<file path="config.mk">
export PLATFORM = sky130hd
export DESIGN_NAME = systolic_array_ctrl
export DESIGN_NICKNAME = d
export VERILOG_FILES = /design/src/rtl/systolic_array_pkg.sv /design/src/rtl/systolic_array_ctrl_beat_reg.sv /design/src/rtl/systolic_array_ctrl.sv
export SDC_FILE = /design/constraint.sdc
export NUM_CORES = 1
export LEC_CHECK = 0
export BUFFER_PORTS_ARGS = -buffer_cell sky130_fd_sc_hd__buf_2
export CAP_MARGIN = 10
export CORE_AREA = 2 2 159 161
export DETAILED_ROUTE_END_ITERATION = 6
export DIE_AREA = 0 0 161 163
export PLACE_DENSITY = 0.63
export SLEW_MARGIN = 40
export SYNTH_ARGS = -nofsm -noshare
export SYNTH_HDL_FRONTEND = slang
export SYNTH_SLANG_ARGS = --single-unit
</file>
<file path="constraint.sdc">
create_clock -name clk -period 2.8 [get_ports clk]
set_input_delay 0.42 -clock clk [delete_from_list [all_inputs] [get_ports clk]]
set_output_delay 0.42 -clock clk [all_outputs]
set_load 0.01 [all_outputs]
</file>
<file path="src/rtl/systolic_array_pkg.sv">
// Shared types for the systolic array and its tile sequencer.
package systolic_array_pkg;

    localparam int unsigned WORD_W = 16;

    typedef logic [WORD_W-1:0] word_t;

    typedef enum logic [2:0] {
        IDLE,
        LOAD,
        FLUSH,
        WAIT,
        OUT
    } ctrl_state_t;

endpackage

</file>
<file path="src/rtl/systolic_array_ctrl_beat_reg.sv">
// Beat register between the operand buffers and the array inputs.
// Read data arrives the cycle after a read request and is presented to the
// array straight away; it is captured into the holding register at the end of
// that cycle so the beat stays stable for as long as the array stalls.
module beat_reg
    import systolic_array_pkg::*;
#(
    parameter int unsigned N = 4
) (
    input  logic            clk,
    input  logic            rst,
    input  logic            clear,
    input  logic            load,
    input  logic            consume,
    input  word_t [N-1:0]   x_rd_data,
    input  word_t [N-1:0]   w_rd_data,
    output word_t [N-1:0]   x_beat,
    output word_t [N-1:0]   w_beat,
    output logic            valid
);

    logic          pending;
    word_t [N-1:0] x_held;
    word_t [N-1:0] w_held;

    // Track in-flight reads, capture arriving data, and keep the beat-present flag.
    always_ff @(posedge clk) begin
        if (rst || clear) begin
            pending <= 1'b0;
            valid   <= 1'b0;
            x_held  <= '0;
            w_held  <= '0;
        end else begin
            pending <= load;
            if (pending) begin
                x_held <= x_rd_data;
                w_held <= w_rd_data;
            end
            if (load) begin
                valid <= 1'b1;
            end else if (consume) begin
                valid <= 1'b0;
            end
        end
    end

    // Fresh read data bypasses the holding register in its arrival cycle.
    always_comb begin
        x_beat = pending ? x_rd_data : x_held;
        w_beat = pending ? w_rd_data : w_held;
    end

endmodule

</file>
<file path="src/rtl/systolic_array_ctrl.sv">
// Tile sequencer: loads 2N operand beats, flushes N-1 zero beats, waits for
// the array to settle, then streams N result rows over valid/ready.
module systolic_array_ctrl
    import systolic_array_pkg::*;
#(
    parameter int unsigned N  = 4,
    parameter int unsigned AW = $clog2(2*N)
) (
    input  logic                   clk,
    input  logic                   rst,
    input  logic                   go,
    output logic                   busy,
    output logic                   done,
    output logic                   x_rd_en,
    output logic                   w_rd_en,
    output logic [AW-1:0]          x_rd_addr,
    output logic [AW-1:0]          w_rd_addr,
    input  word_t [N-1:0]          x_rd_data,
    input  word_t [N-1:0]          w_rd_data,
    output logic                   arr_start,
    output word_t [N-1:0]          arr_x_in,
    output word_t [N-1:0]          arr_w_in,
    input  logic                   arr_stall,
    output logic [$clog2(N)-1:0]   arr_row_sel,
    input  word_t [N-1:0]          arr_y_out,
    output logic                   res_valid,
    input  logic                   res_ready,
    output word_t [N-1:0]          res_data,
    output logic [$clog2(N)-1:0]   res_idx
);

    localparam int unsigned CW = $clog2(2*N + 1);
    localparam int unsigned RW = $clog2(N);
    localparam logic [CW-1:0] BEAT_END   = CW'(2*N);
    localparam logic [CW-1:0] FLUSH_LAST = CW'((N > 1) ? N - 2 : 0);
    localparam logic [RW-1:0] ROW_LAST   = RW'(N - 1);

    ctrl_state_t   state, state_nxt;
    logic [CW-1:0] beat_cnt, beat_nxt;
    logic [RW-1:0] row_cnt, row_nxt;
    logic          rd_en;
    logic          beat_clear;
    logic          beat_valid;
    logic          consume;

    beat_reg #(.N(N)) u_beat_reg (
        .clk       (clk),
        .rst       (rst),
        .clear     (beat_clear),
        .load      (rd_en),
        .consume   (consume),
        .x_rd_data (x_rd_data),
        .w_rd_data (w_rd_data),
        .x_beat    (arr_x_in),
        .w_beat    (arr_w_in),
        .valid     (beat_valid)
    );

    // State and counter registers.
    always_ff @(posedge clk) begin
        if (rst) begin
            state    <= IDLE;
            beat_cnt <= '0;
            row_cnt  <= '0;
        end else begin
            state    <= state_nxt;
            beat_cnt <= beat_nxt;
            row_cnt  <= row_nxt;
        end
    end

    // Next-state, counter updates and all sequencer outputs.
    always_comb begin
        state_nxt   = state;
        beat_nxt    = beat_cnt;
        row_nxt     = row_cnt;
        rd_en       = 1'b0;
        beat_clear  = 1'b0;
        consume     = 1'b0;
        done        = 1'b0;
        arr_start   = 1'b0;
        res_valid   = 1'b0;
        arr_row_sel = '0;
        busy        = (state != IDLE);

        case (state)
            IDLE: begin
                if (go) begin
                    state_nxt  = LOAD;
                    beat_nxt   = '0;
                    row_nxt    = '0;
                    beat_clear = 1'b1;
                end
            end
            LOAD: begin
                arr_start = 1'b1;
                consume   = beat_valid && !arr_stall;
                // A stalled, occupied beat register blocks the next read.
                if (beat_cnt < BEAT_END && (!beat_valid || !arr_stall)) begin
                    rd_en    = 1'b1;
                    beat_nxt = beat_cnt + 1'b1;
                end
                // All reads issued and the beat on display is consumed: that was the last one.
                if (beat_cnt == BEAT_END && consume) begin
                    beat_clear = 1'b1;
                    beat_nxt   = '0;
                    state_nxt  = (N > 1) ? FLUSH : WAIT;
                end
            end
            FLUSH: begin
                arr_start = 1'b1;
                if (!arr_stall) begin
                    if (beat_cnt == FLUSH_LAST) begin
                        beat_nxt  = '0;
                        state_nxt = WAIT;
                    end else begin
                        beat_nxt = beat_cnt + 1'b1;
                    end
                end
            end
            WAIT: begin
                arr_start = 1'b1;
                if (!arr_stall) begin
                    state_nxt = OUT;
                end
            end
            OUT: begin
                res_valid   = 1'b1;
                arr_row_sel = row_cnt;
                if (res_ready) begin
                    if (row_cnt == ROW_LAST) begin
                        done      = 1'b1;
                        row_nxt   = '0;
                        state_nxt = IDLE;
                    end else begin
                        row_nxt = row_cnt + 1'b1;
                    end
                end
            end
            default: state_nxt = IDLE;
        endcase
    end

    // Read port and result port views of the sequencer state.
    always_comb begin
        x_rd_en   = rd_en;
        w_rd_en   = rd_en;
        x_rd_addr = rd_en ? AW'(beat_cnt) : '0;
        w_rd_addr = rd_en ? AW'(beat_cnt) : '0;
        res_idx   = arr_row_sel;
        res_data  = res_valid ? arr_y_out : '0;
    end

endmodule

</file>
Word level (Yosys, flattened, before mapping)
Cells that the tools add are included.
{"block": "classes", "n_addsub": 2, "mul": 0, "n_div": 0, "n_lt_le_gt_ge": 1, "eq_ne": 15, "n_shift": 0, "mux": 36, "bitwise": 0, "reduce_logical": 16}
{"cell": "$mux 64", "count": 3}
{"cell": "$mux 3", "count": 8}
{"cell": "$mux 4", "count": 5}
{"cell": "$pmux 3 s5", "count": 1}
{"cell": "$ne 2x2->1 const B", "count": 7}
{"cell": "$mux 1", "count": 12}
{"cell": "$pmux 4 s3", "count": 1}
{"cell": "$mux 2", "count": 4}
{"cell": "$reduce_and 7->1", "count": 1}
{"cell": "$eq 3x2->1 const B", "count": 2}
{"cell": "$reduce_bool 3->1", "count": 2}
{"cell": "$add 4x1->4 const B", "count": 1}
{"cell": "$eq 4x2->1 const B", "count": 1}
{"cell": "$eq 4x4->1 const B", "count": 1}
{"cell": "$lt 4x4->1 const B", "count": 1}
{"cell": "$pmux 2 s2", "count": 1}
{"cell": "$reduce_and 4->1", "count": 1}
{"cell": "$reduce_bool 2->1", "count": 2}
{"cell": "$eq 3x1->1 const B", "count": 1}
{"cell": "$eq 3x3->1 const B", "count": 1}
{"cell": "$logic_and 1x1->1", "count": 3}
{"cell": "$logic_not 3->1", "count": 1}
{"cell": "$ne 3x3->1 const B", "count": 1}
{"cell": "$reduce_and 3->1", "count": 1}
{"cell": "other kinds (6)", "count": 8}
{"block": "totals", "regBits": 139, "latch_bits": 0, "ram_bits": 0, "romBits": 0, "in_bits": 197, "out_inout_bits": 208, "wordCells": 83, "memories": 0}

Longest topological paths before layout
{"block": "logic_depth", "depth_word": 6, "mapped_depth": 7, "depth_no_buf": 6}

Modules after synthesis
From an unflattened synthesis, not the netlist that was laid out.
{"block": "unflattened", "cells_unflattened": 581, "hier_area_um2": 6546.3}
{"mod": "beat_reg", "n_inst": 1, "cells_per_inst": 419, "area_per_inst_um2": 5377.7}
{"mod": "systolic_array_ctrl", "n_inst": 1, "cells_per_inst": 162, "area_per_inst_um2": 1168.6}

Least setup slack after synthesis
Ideal clock, no wire load.
{"block": "synth_path", "path_kind": "register to output", "start": "reg state[2]", "end": "out res_idx[0]", "arrival_ns": 1.647, "required_ns": 2.380, "slack_ns": 0.733, "path_stages_with_launch": 6, "cell_sequence": "dfxtp_1 -> buf_2 -> nor3b_1 -> clkbuf_1 -> and2_1 -> buf_4"}
{"block": "synth_between", "elab_chain_len": 2}
{"item": "from (decl)", "line_no": "systolic_array_ctrl.sv:38", "source": "ctrl_state_t state, state_nxt;"}
{"item": "from (signal assigned)", "line_no": "systolic_array_ctrl.sv:66", "source": "state <= state_nxt;"}
{"item": "$eq 3x3->1", "line_no": "systolic_array_ctrl.sv:86", "source": "case (state)"}
{"item": "$mux 2", "line_no": "systolic_array_ctrl.sv:86"}
{"item": "to (decl)", "line_no": "systolic_array_ctrl.sv:29", "source": "output logic [$clog2(N)-1:0] res_idx"}
No other way between the ends.

Final worst setup path
Ends and elaborated chain as after synthesis.

==> impl_metrics.py <==
metrics = {
    "power": {
        "power_frac_clock": 0.473,
        "ir_drop_uv": 340.5,
        "power_switching_uw": 1177,
        "leakage_uw": 0.004596,
        "p_int_uw": 3714,
        "swShare": 0.2406,
        "power_frac_seq": 0.415,
        "power_uw": 4891,
        "p_comb_frac": 0.113,
        "p_per_area_nw_per_um2": 541.9,
    },
    "logic_synthesis": {
        "synth_xor_area_frac": 0,
        "synth_edf_count": 0,
        "yosysUniqueCellTypes": 39,
        "syn_inst": 581,
        "synth_compound_area_frac": 0.02654,
        "synth.area.mux_share": 0.2368,
        "yosysTopAreaCell": "dfxtp_1",
        "yosysMostFrequentCell": "dfxtp_1",
        "syn-num-nets": 782,
        "yosysSeqAreaShare": 0.4541,
        "synthesis.area_um2": 6128,
        "synth_simple_gate_area_frac": 0.2309,
        "synthArstFlopShare": 0,
        "ys.flop_type": "dfxtp_1",
        "synth_top_family_by_area": "multiplexers",
        "yosysWarnings": 0,
        "synthTopCellsByArea": "dfxtp_1, mux2_2, nor2b_1",
        "avgSynthCellArea_um2": 10.55,
        "ys_seq_elements": 139,
        "netlist.area_leader.share": 0.4541,
        "synth_common_cells": "dfxtp_1, mux2_2, nor2b_1, and2_1, buf_2",
        "synthAdderAreaFrac": 0.008167,
    },
    "clock_tree": {
        "h-tree-depth": 4,
        "postCtsSetupRepairBufs": 0,
        "clock-sinks": 139,
        "tritoncts": "yes",
        "root_buffer": "clkbuf_16",
        "cts_resized": 0,
        "path_clk_slew_ns": 0.06,
        "cts-buffers-inserted": 17,
        "clock_latency_ns": 0.41,
        "cts_buffer_depth": 2,
        "cts_hold_buf": 0,
    },
    "worst_setup_path": {
        "r2r_cells": 4,
        "crit_required_ns": 2.38,
        "worst_setup_path_end_kind": "output pin",
        "r2r_slack_ns": 0.78,
        "worstPathMaxFanout": 70,
        "r2r_start": "state[0]",
        "slowest_delay_ns": 0.54,
        "reg2reg_to": "u_beat_reg.x_held[43]",
        "start_kind": "register",
        "critPathKind": "reg2out",
        "worstPathArrival_ns": 2.08,
        "crit_slowest_cell": "dfxtp_1",
        "cp_cell_sequence": "nor3b_2, buf_4, and2_1, buf_2",
    },
    "place": {
        "place_ws_ns": 0.7666,
        "place_congestion": 0.9321,
        "place_inst": 1275,
        "dp_hpwl_um": 13230,
        "port_buffers": 404,
    },
    "sta": {
        "slew_violations": 0,
        "worst_pin_slew_ns": 0.5493,
        "rsz0062_at_grt": "no",
        "setup_viol": 0,
        "timing.final.ws_setup_ns": 0.2953,
        "timing.fmax_mhz": 399.2,
        "fin_skew_ns": 0.01657,
        "period_share": 0.8945,
        "period_needed_ns": 2.505,
        "finalHoldViolations": 0,
        "maxSlewHeadroom": 0.6338,
        "setup_tns_ns": 0,
    },
    "route": {
        "dr.pass1.iters": 4,
        "ant_nets": 0,
        "drt-initial-drc-count": 275,
        "routed_via_density": 4.049,
        "wl_um": 17430,
        "wl_per_cell_um": 13.34,
        "num_vias": 5292,
        "drc": 0,
    },
    "grt": {
        "grt.total_usage": 0.1269,
        "antenna_found_initial": 2,
        "grt_pass1_vias": 5009,
        "grt_pass1_wl_um": 26380,
        "grt_max_degree": 86,
        "gr-total-overflow": 0,
    },
    "final_layout": {
        "area_growth_pct": 47.26,
        "drive_gt1_frac": 0.5875,
        "antenna_cells": 0,
        "seqCellArea_um2": 2786,
        "multi_input_area_um2": 3092,
        "final_core_util": 0.3658,
        "fin_cells": 1307,
        "final_net_count": 1165,
        "fill_cells": 2521,
    },
    "hold_path": {
        "holdPathStages": 2,
        "holdCritStartpoint": "rst",
        "min_to": "row_cnt[0]",
        "hold_class": "in2reg",
    },
    "die": {
        "start_util": 0.2484,
        "core_um2": 24670,
        "io-pin-count": 405,
        "die_width_um": 161,
        "die-height_um": 163,
        "row_count": 58,
        "die-area_um2": 26240,
    },
    "job": {
        "drv_cap": 0,
    },
    "status": {
        "run_status": "finished, final reports clean",
    },
}
final cells by class:
cell class,count,share of cell area
Clock buffer,19,0.04797
Timing Repair Buffer,409,0.2324
Multi-Input combinational cell,387,0.3426
Sequential cell,139,0.3087
Clock inverter,13,0.01844
Inverter,10,0.004159
Tap cell,330,0.04575
cell families (layout without fill, tap and decap cells):
kind of cell / after synthesis / in the layout
AND/OR/NAND/NOR: 231 / 231
flip-flops: 139 / 139
multiplexers: 129 / 129
buffers and inverters: 55 / 451
AO/OA/AOI/OAI: 23 / 23
adder cells (fa/ha/maj): 4 / 4
how the worst max path moves through the flow:
stage	startpoint	to
2_1_floorplan	state[2]	res_idx[0]
3_3_place_gp	state[2]	arr_row_sel[0]
3_5_place_dp	state[2]	res_idx[1]
4_1_cts	state[2]	res_idx[0]
5_1_grt	state[2]	arr_row_sel[0]
6_report	state[2]	res_idx[0]
worst max-delay path: cells and delay by family (launching register included):
family | cells | cell delay (ns)
and+or+nand+nor | 2 | 0.53
DFF | 1 | 0.54
buffers and inverters | 2 | 0.60
per-stage QoR:
step | hold WS, ns | instance area, µm²
finish | 0.3121 | 9025
global route | 0.2876 | 9025
CTS | 0.2768 | 9025
detailed placement | 0.4708 | 8426
global placement | 0.4655 | 8426
floorplan | 0.4440 | 6128
registers in the layout (all words and copies together) (netlist names):
name,cells
beat_cnt,4
row_cnt,2
state,3
u_beat_reg.pending,1
u_beat_reg.valid,1
u_beat_reg.w_held,64
u_beat_reg.x_held,64
power by group through the flow:
stage	clock network, µW	logic [µW]	registers [µW]
CTS	2410	557	2030
global route	2520	600	2030
detailed placement	0	554	2070
global placement	0	552	2070
floorplan	0	300	2070
finish	2310	551	2030
metal layers:
metal  GRT usage  vias up  routed length (µm)
met1      0.1627     2412                7669
met2      0.1992      189                8070
li1            -     2667                   -
met3     0.04940       20                1463
met4     0.03450        4                 205
met5           0        -                  23
layout by cell type (no fill, tap or decap), drive strengths merged, types with 2 or more instances in the layout:
master / synthesis / final
clkinvlp: 0 / 3
nor2: 11 / 11
o21ai: 4 / 4
a22oi: 3 / 3
clkbuf: 15 / 19
or3b: 2 / 2
buf: 30 / 409
ha: 4 / 4
or3: 3 / 3
and2: 66 / 66
clkinv: 0 / 4
nand2: 8 / 8
a21oi: 7 / 7
nand4: 3 / 3
bufinv: 0 / 3
inv: 10 / 13
dfxtp: 139 / 139
nor3b: 3 / 3
mux2: 128 / 128
nor2b: 128 / 128
Power figures use the tool's default switching activity.
